<file path="src/rtl/intersection_multi.sv">
// Multi-phase traffic controller: CLEAR/GREEN/PED sequencing with latched vehicle and pedestrian demand.
// Latency: a demand latched at one edge can be granted at the next edge once clearance has expired; all outputs registered.
// Backpressure: none; requests are sticky and wait until served.
module intersection_multi #(
    parameter int NUM_PHASES = 4,
    parameter int GREEN_TIME = 16,
    parameter int CLEAR_TIME = 4,
    parameter int PED_TIME   = 10
) (
    input  logic                  clock,
    input  logic                  reset,
    input  logic                  actuated,
    input  logic [NUM_PHASES-1:0] phase_req,
    input  logic                  ped_button,
    output logic [NUM_PHASES-1:0] phase_green,
    output logic                  ped_green,
    output logic                  clearing,
    output logic [2:0]            cur_phase
);

    typedef enum logic [1:0] {S_CLEAR, S_GREEN, S_PED} state_t;

    state_t                state, state_nxt;
    logic [7:0]            cnt, cnt_nxt;
    logic [2:0]            next_ptr, next_ptr_nxt, cur_nxt;
    logic [NUM_PHASES-1:0] demand, demand_nxt;
    logic                  ped_pending, ped_pending_nxt;
    logic [NUM_PHASES-1:0] phase_green_nxt;
    logic                  ped_green_nxt, clearing_nxt;
    logic                  expired;

    logic [NUM_PHASES-1:0] rot;
    logic [2:0]            scan_off, scan_phase, grant;
    logic [3:0]            scan_sum;
    logic                  scan_found;

    assign expired = (cnt <= 8'd1);

    // Rotate demand so bit 0 is next_ptr; the lowest set bit is the nearest phase in service order.
    always_comb begin
        rot        = NUM_PHASES'({demand, demand} >> next_ptr);
        scan_found = 1'b0;
        scan_off   = 3'd0;
        for (int j = NUM_PHASES - 1; j >= 0; j--) begin
            if (rot[j]) begin
                scan_found = 1'b1;
                scan_off   = 3'(j);
            end
        end
        scan_sum = {1'b0, next_ptr} + {1'b0, scan_off};
        if (scan_sum >= 4'(NUM_PHASES)) begin
            scan_sum = scan_sum - 4'(NUM_PHASES);
        end
        scan_phase = scan_sum[2:0];
    end

    always_comb begin
        state_nxt       = state;
        cnt_nxt         = (cnt != 8'd0) ? cnt - 8'd1 : 8'd0;
        next_ptr_nxt    = next_ptr;
        cur_nxt         = cur_phase;
        grant           = actuated ? scan_phase : next_ptr;
        // Requests for whatever is currently being served are ignored.
        demand_nxt      = demand | (phase_req & ~phase_green);
        ped_pending_nxt = ped_pending | (ped_button & ~ped_green);

        case (state)
            S_CLEAR: begin
                if (expired) begin
                    if (ped_pending) begin
                        state_nxt       = S_PED;
                        cnt_nxt         = 8'(PED_TIME);
                        ped_pending_nxt = 1'b0;
                    end else if (!actuated || scan_found) begin
                        state_nxt  = S_GREEN;
                        cnt_nxt    = 8'(GREEN_TIME);
                        cur_nxt    = grant;
                        demand_nxt = demand_nxt & ~(NUM_PHASES'(1) << grant);
                    end
                end
            end
            S_GREEN: begin
                if (expired) begin
                    state_nxt    = S_CLEAR;
                    cnt_nxt      = 8'(CLEAR_TIME);
                    next_ptr_nxt = (cur_phase == 3'(NUM_PHASES - 1)) ? 3'd0 : cur_phase + 3'd1;
                end
            end
            S_PED: begin
                if (expired) begin
                    state_nxt = S_CLEAR;
                    cnt_nxt   = 8'(CLEAR_TIME);
                end
            end
            default: begin
                state_nxt = S_CLEAR;
                cnt_nxt   = 8'(CLEAR_TIME);
            end
        endcase

        phase_green_nxt = (state_nxt == S_GREEN) ? (NUM_PHASES'(1) << cur_nxt) : '0;
        ped_green_nxt   = (state_nxt == S_PED);
        clearing_nxt    = (state_nxt == S_CLEAR);
    end

    always_ff @(posedge clock) begin
        if (!reset) begin
            state       <= S_CLEAR;
            cnt         <= 8'(CLEAR_TIME);
            next_ptr    <= 3'd0;
            cur_phase   <= 3'd0;
            demand      <= '0;
            ped_pending <= 1'b0;
            phase_green <= '0;
            ped_green   <= 1'b0;
            clearing    <= 1'b1;
        end else begin
            state       <= state_nxt;
            cnt         <= cnt_nxt;
            next_ptr    <= next_ptr_nxt;
            cur_phase   <= cur_nxt;
            demand      <= demand_nxt;
            ped_pending <= ped_pending_nxt;
            phase_green <= phase_green_nxt;
            ped_green   <= ped_green_nxt;
            clearing    <= clearing_nxt;
        end
    end

endmodule
</file>
<file path="config.mk">
export PLATFORM = sky130hd
export DESIGN_NAME = intersection_multi
export DESIGN_NICKNAME = d
export VERILOG_FILES = /design/src/rtl/intersection_multi.sv
export SDC_FILE = /design/constraint.sdc
export NUM_CORES = 1
export LEC_CHECK = 0
export ABC_CLOCK_PERIOD_IN_PS = 3390
export CAP_MARGIN = 10
export CORE_MARGIN = 2
export CORE_UTILIZATION = 30
export DETAILED_ROUTE_END_ITERATION = 10
export PLACE_DENSITY = 0.45
export SYNTH_ARGS = -nofsm -noshare
export SYNTH_HDL_FRONTEND = slang
export SYNTH_SLANG_ARGS = --single-unit
</file>
<file path="constraint.sdc">
create_clock -name clock -period 3.39 [get_ports clock]
set_input_delay 0.678 -clock clock [delete_from_list [all_inputs] [get_ports clock]]
set_output_delay 0.678 -clock clock [all_outputs]
set_load 0.01 [all_outputs]
</file>
==> summary.txt, run 1 <==
die area: 6119 um2
total CTS buffers: 3
RSZ-0062 raised after global routing: false
FF-to-FF path depth: 10
Post-synth ARST share: 0
CP max-delay cell: fa_1
Hold Crit Class: flop to flop
Detailed Route Iter0 Violations: 69
I/O pin total: 17
via count: 1449
outcome: finished, final reports clean
Tightest Pin Transition: 0.6413 ns
Die Y: 78.23 um
endpoint class of the critical path: flop
Syn Area/Cell: 8.699 um2
WP data required: 3.60 ns
IO Port Bufs: 16
area fraction of the dominant cell type after synthesis: 0.3270
final setup vio count: 0
Initial Util: 0.3058
Clk pwr share: 0.126
hold-fix buffers at CTS: 0
DRC Markers: 0
synth warn: 0
Final Core Density: 0.3572
FILL cells: 571
layout cell share with drive strength beyond 1: 0.09756
Final Wtd Congestion: 0.7596
via/cell ratio: 5.231
cell family with most CP delay: compound AO/OA/AOI/OAI gates
TritonCTS clock tree: built
Rows: 27
Seq pwr share: 0.339
clock skew: 0.004431 ns
H-Tree Level Count: 1
clk slew on worst S/H paths: 0.09 ns
Leakage: 0.7352 nW
largest area contributor in the netlist: dfxtp_1
nets@finish: 223
fin crit share: 0.8853
FF+latch count, synth: 27
top cells by area, synth: dfxtp_1, ha_1, o21ai_0
Worst Path Buf+Inv: 0
Relative slew margins: 0.5680
clk_lat worst skew: 0.27 ns
GR Overflow Total: 0
most frequent cells in the layout: dfxtp_1, clkdlybuf4s50_1, o21ai_0, a21oi_1, nor2b_1
root buf cell: clkbuf_8
Routed Antenna Nets: 0
Psw: 0.0006468 W
synth unique cells: 51
Setup TNS Final: 0 ns
Post-synth top flop: dfxtp_1
syn nets: 207
Sw Ratio: 0.4402
area grow syn2layout: 16.81%
Final Max Tran Viols: 0
worst path cell trace: or3_1, a21oi_1, nor3_1, o311ai_0, ha_1, fa_1, mux2i_1, o2111ai_1, o41a_1, nor3b_2
post-CTS setup buffers: 0
MaxCap Viol Count: 0
critical path depth: 10
post-CTS resize count: 0
Core ar.: 5405 um2
FMAX: 333.2 MHz
Design Power: 0.001469 W
Crit Path Class: flop to flop
Worst EP arrival: 3.21 ns
Comb power frac: 0.534
post-synthesis sequential area ratio: 0.3270
Die Wd: 78.23 um
routed len/inst: 14.09 um
Post-DP HPWL: 3013 um
drt total wl: 3902 um
Sink Count: 27
P per Cell Area: 761.0 nW/um2
depth of the worst hold-timing path: 1
Antenna Cells: 0
CP max stage delay: 0.45 ns
minimum clock period: 3.001 ns
Int Pwr: 0.0008224 W
Cells after Synth: 190
global-route wire length before repair: 6458 um
commonest non-fill, non-tap cell in the layout: dfxtp_1
largest net degree at the start of global routing: 17
Worst Path Max Fanout: 14
initial antenna violation count: 0
Mapped Area: 1653 um2
Post-synth EDFFs: 0
VDD IR max: 0.3463 mV
startpoint types: flop
drt pass-1 iters: 4
All-Layer GR Usage: 0.1310
Longest Clk Path Bufs: 2
vias in the first global route: 1295
Final Hold Violating Endpoints: 0
Min Hold Slack: 0.5118 ns
registers in the layout (all words and copies together), names as in the netlist:
| name | count |
|---|---|
| cur_phase | 3 |
| ped_green | 1 |
| state | 2 |
| demand | 4 |
| cnt | 8 |
| ped_pending | 1 |
| next_ptr | 3 |
| clearing | 1 |
| phase_green | 4 |
final timing paths:
check | start | end | slack [ns]
hold reg to reg | cnt[0]$_SDFF_PN0_ | cnt[0]$_SDFF_PN0_ | 0.51
setup / recovery | next_ptr[0]$_SDFFE_PN0P_ | phase_green[0]$_SDFF_PP0_ | 0.39
hold / removal | cnt[0]$_SDFF_PN0_ | cnt[0]$_SDFF_PN0_ | 0.51
setup reg to reg | next_ptr[0]$_SDFFE_PN0P_ | phase_green[0]$_SDFF_PP0_ | 0.39
area by class of cell:
class | count | area (um2) | share of cell area
flip-flops and latches | 27 | 540.5 | 0.2800
well taps | 72 | 90.09 | 0.04666
multi-input cells | 147 | 1050 | 0.5437
repair buffers | 17 | 167.7 | 0.08684
clock buffers | 4 | 45.04 | 0.02333
inverters | 10 | 37.54 | 0.01944
worst reg2reg max path, cell delays in order, from the launching register on:
cell	delay [ns]
dfxtp_1	0.44
or3_1	0.41
a21oi_1	0.20
nor3_1	0.07
o311ai_0	0.33
ha_1	0.28
fa_1	0.45
mux2i_1	0.26
o2111ai_1	0.16
o41a_1	0.18
nor3b_2	0.18
per-layer routing:
| layer | track usage | up-vias | share of wire |
|---|---|---|---|
| met5 | 0 | - | 0 |
| met4 | 0.02632 | 0 | 0.0085 |
| met3 | 0.01724 | 4 | 0.019 |
| met2 | 0.2009 | 18 | 0.43 |
| met1 | 0.1960 | 690 | 0.54 |
| li1 | - | 737 | - |
stage by stage:
step / instances / area, um2 / setup WS (ns)
finish: 277 / 1931 / 0.3890
global placement: 273 / 1886 / 0.5285
floorplan: 190 / 1653 / 0.6367
detailed placement: 273 / 1886 / 0.4470
CTS: 277 / 1931 / 0.3984
global route: 277 / 1931 / 0.1126
logic make-up after synthesis:
group	synth area share
xor gates and xnor gates	0.02120
muxes	0.04466
adders and majority gates	0.07268
AOI/OAI and AO/OA	0.2400
buffers and inverters	0.03785
and+or+nand+nor	0.2566
DFF	0.3270
power by group through the flow:
stage               combinational (W)  sequential, W  clock (W)
floorplan                    0.000601       0.000485          0
global placement             0.000779       0.000503          0
detailed placement           0.000777       0.000506          0
CTS                          0.000782       0.000499   0.000192
global route                 0.000870       0.000514   0.000201
finish                       0.000785       0.000498   0.000186
synth_stat cells, types with 4 or more instances:
master    number
nor3_1         8
o21ai_0       14
a21boi_0       6
clkbuf_1       4
nand3_1        4
and3_1         4
o31ai_1        4
dfxtp_1       27
nor2_1         8
nand2_1        9
a21oi_1       12
nor2b_1       11
ha_1           8
inv_1         10
mux2i_1        4
Note: power is estimated with default switching activity, not from simulation.
==> run 2, diff against run 1 <==
--- a/config.mk
+++ b/config.mk
@@ -9,6 +9,8 @@
 export CAP_MARGIN = 10
 export CORE_MARGIN = 2
 export CORE_UTILIZATION = 30
+export CTS_CLUSTER_DIAMETER = 150
+export CTS_CLUSTER_SIZE = 28
 export DETAILED_ROUTE_END_ITERATION = 10
 export PLACE_DENSITY = 0.45
 export SYNTH_ARGS = -nofsm -noshare
==> constraint.sdc (replaced) <==
create_clock -name clock -period 3.39 [get_ports clock]
set_input_delay 0.339 -clock clock [delete_from_list [all_inputs] [get_ports clock]]
set_output_delay 0.339 -clock clock [all_outputs]
set_load 0.01 [all_outputs]
==> results of run 2 <==
Final layout, timing and power as in run 1 (identical DEF).
==> run 3, diff against run 2 <==
--- a/config.mk
+++ b/config.mk
@@ -7,7 +7,6 @@
 export LEC_CHECK = 0
 export ABC_CLOCK_PERIOD_IN_PS = 3390
 export CAP_MARGIN = 10
-export CORE_MARGIN = 2
 export CORE_UTILIZATION = 30
 export CTS_CLUSTER_DIAMETER = 150
 export CTS_CLUSTER_SIZE = 28
==> summary.txt, run 3 (synthesis gave the netlist of run 1 again) <==
Crit Path Class: flop to flop
via count: 1476 (+1.9%)
met2 routed wirelength: 1782 um (+6.0%)
hold-fix buffers at CTS: 0 (unchanged)
Setup TNS Final: 0 ns (unchanged)
VDD IR max: 0.2562 mV (-26%)
outcome: finished, final reports clean
FMAX: 342.4 MHz (+2.8%)
commonest non-fill, non-tap cell in the layout: dfxtp_1
max reg flops: 8 (unchanged)
Design Power: 0.001491 W (+1.5%)
Initial Util: 0.3175 (+0.01176)
endpoint class of the critical path: flop
post-CTS setup buffers: 0 (unchanged)
drt total wl: 4079 um (+4.5%)
Relative slew margins: 0.5125 (-0.05544)
nets@finish: 222 (-0.45%)
H-Tree Level Count: 1 (unchanged)
post-CTS resize count: 0 (unchanged)
final setup vio count: 0 (unchanged)
clk_lat worst skew: 0.27 ns (about the same)
Final Wtd Congestion: 0.7550 (-0.61%)
Top reg by flops: cnt
DRC Markers: 0 (unchanged)
P per Cell Area: 776.2 nW/um2 (+2.0%)
FILL cells: 559 (-2.1%)
reg-to-reg startpoint: next_ptr[0]$_SDFFE_PN0P_
area grow syn2layout: 16.20%
initial antenna violation count: 0 (unchanged)
Antenna Cells: 0 (unchanged)
GR Overflow Total: 0 (unchanged)
worst r2r dst: phase_green[0]$_SDFF_PP0_
Multi-input gate area: 1050 um2 (unchanged)
Leakage: 0.7297 nW (-0.74%)
global-route wire length before repair: 6831 um (+5.8%)
Final Max Tran Viols: 0 (unchanged)
routed len/inst: 14.89 um (+5.7%)
Sink Count: 27 (unchanged)
Detailed Route Iter0 Violations: 70 (+1.4%)
MaxCap Viol Count: 0 (unchanged)
root buf cell: clkbuf_8
All-Layer GR Usage: 0.1464 (+0.01547)
Final Hold Violating Endpoints: 0 (unchanged)
startpoint types: flop
met1 wire length: 2108 um (-0.19%)
Worst Path Max Fanout: 14 (unchanged)
Hold Crit Class: flop to flop
WP data required: 3.60 ns (about the same)
largest net degree at the start of global routing: 17 (unchanged)
Post-DP HPWL: 3148 um (+4.5%)
depth of the worst hold-timing path: 1 (unchanged)
Worst Hold End: cnt[0]$_SDFF_PN0_
minimum clock period: 2.920 ns (-0.08074 ns)
Longest Clk Path Bufs: 2 (unchanged)
setup slack, reg-to-reg: 0.47 ns (+0.08 ns)
Core ar.: 5205 um2 (-3.7%)
Rows: 26 (-3.7%)
Routed Antenna Nets: 0 (unchanged)
layout cell share with drive strength beyond 1: 0.09314 (-0.004424)
I/O pin total: 17 (unchanged)
hold_sp: cnt[0]$_SDFF_PN0_
Die Wd: 76.23 um (-2.6%)
FF/Latch Area: 540.5 um2 (unchanged)
fin crit share: 0.8614 (-0.02382)
met3 routed WL: 142 um (+92%)
Regs by FF count: cnt: 8 flops, demand: 4 flops, phase_green: 4 flops
total CTS buffers: 3 (unchanged)
clk slew on worst S/H paths: 0.10 ns (about the same)
most frequent cells in the layout: dfxtp_1, clkdlybuf4s50_1, o21ai_0, a21oi_1, nor2b_1
TritonCTS clock tree: built
RSZ-0062 raised after global routing: false
Die Y: 76.23 um (-2.6%)
vias in the first global route: 1422 (+9.8%)
FF-to-FF path depth: 9 (-1)
IO Port Bufs: 16 (unchanged)
DR top layer: met4
Worst EP arrival: 3.13 ns (-0.08 ns)
drt pass-1 iters: 4 (unchanged)
via/cell ratio: 5.387 (+3.0%)
Tightest Pin Transition: 0.7236 ns (+0.08229 ns)
clock skew: 0.007141 ns (+0.002709 ns)
die area: 5810 um2 (-5.0%)
==> run 3: cell count changes in the layout (fill, tap and decap cells not counted), sizes merged <==
cell and delta:
buf -1
==> run 3: where the power goes <==
group	switching, W	internal, W	total [W]
combinational	0.000463	0.000341	0.000803
sequential	0.000100	0.000399	0.000499
clock	0.000104	0.0000843	0.000188
==> run 3: per-stage QoR <==
stage | cell area [um2] | hold slack, ns | util | worst slack, ns | std cells
after detailed placement | 1876 | 0.4899 | 0.3603 | 0.4535 | 270
final | 1921 | 0.5027 | 0.3690 | 0.4697 | 274
after CTS | 1921 | 0.5069 | 0.3690 | 0.4215 | 274
after global placement | 1876 | 0.4929 | 0.3603 | 0.5449 | 270
after floorplan | 1653 | 0.4568 | - | 0.6367 | 190
after global routing | 1921 | 0.5454 | 0.3690 | 0.1509 | 274
==> run 3: worst max-delay path by stage <==
stage | start | to | slack, ns | depth (start not counted)
3_3_place_gp | next_ptr[0]$_SDFFE_PN0P_ | phase_green[3]$_SDFF_PP0_ | 0.54 | 9
6_report | next_ptr[0]$_SDFFE_PN0P_ | phase_green[0]$_SDFF_PP0_ | 0.47 | 9
2_1_floorplan | next_ptr[0]$_SDFFE_PN0P_ | phase_green[3]$_SDFF_PP0_ | 0.64 | 11
4_1_cts | next_ptr[0]$_SDFFE_PN0P_ | phase_green[0]$_SDFF_PP0_ | 0.42 | 9
5_1_grt | next_ptr[0]$_SDFFE_PN0P_ | phase_green[0]$_SDFF_PP0_ | 0.15 | 9
3_5_place_dp | next_ptr[0]$_SDFFE_PN0P_ | phase_green[0]$_SDFF_PP0_ | 0.45 | 9
==> run 3: cell type report <==
class / count / area share
Multi-Input combinational cell: 147 / 0.5466
Sequential cell: 27 / 0.2814
Timing Repair Buffer: 16 / 0.08339
Tap cell: 70 / 0.04560
Clock buffer: 4 / 0.02345
Inverter: 10 / 0.01954
==> run 3: worst max-delay path: stages (launching register included) <==
cell and delay, ns:
dfxtp_1 0.57, nor2b_1 0.10, a2111oi_0 0.60, or2_2 0.22, and2_1 0.17, fa_1 0.44, mux2i_1 0.24, o2111ai_1 0.15
o41a_1 0.18, nor3b_2 0.17
==> run 3: routing by layer <==
layer,up-vias,GRT usage
met1,702,0.2066
li1,737,-
met2,31,0.2252
met4,0,0.04808
met5,-,0
met3,6,0.02395
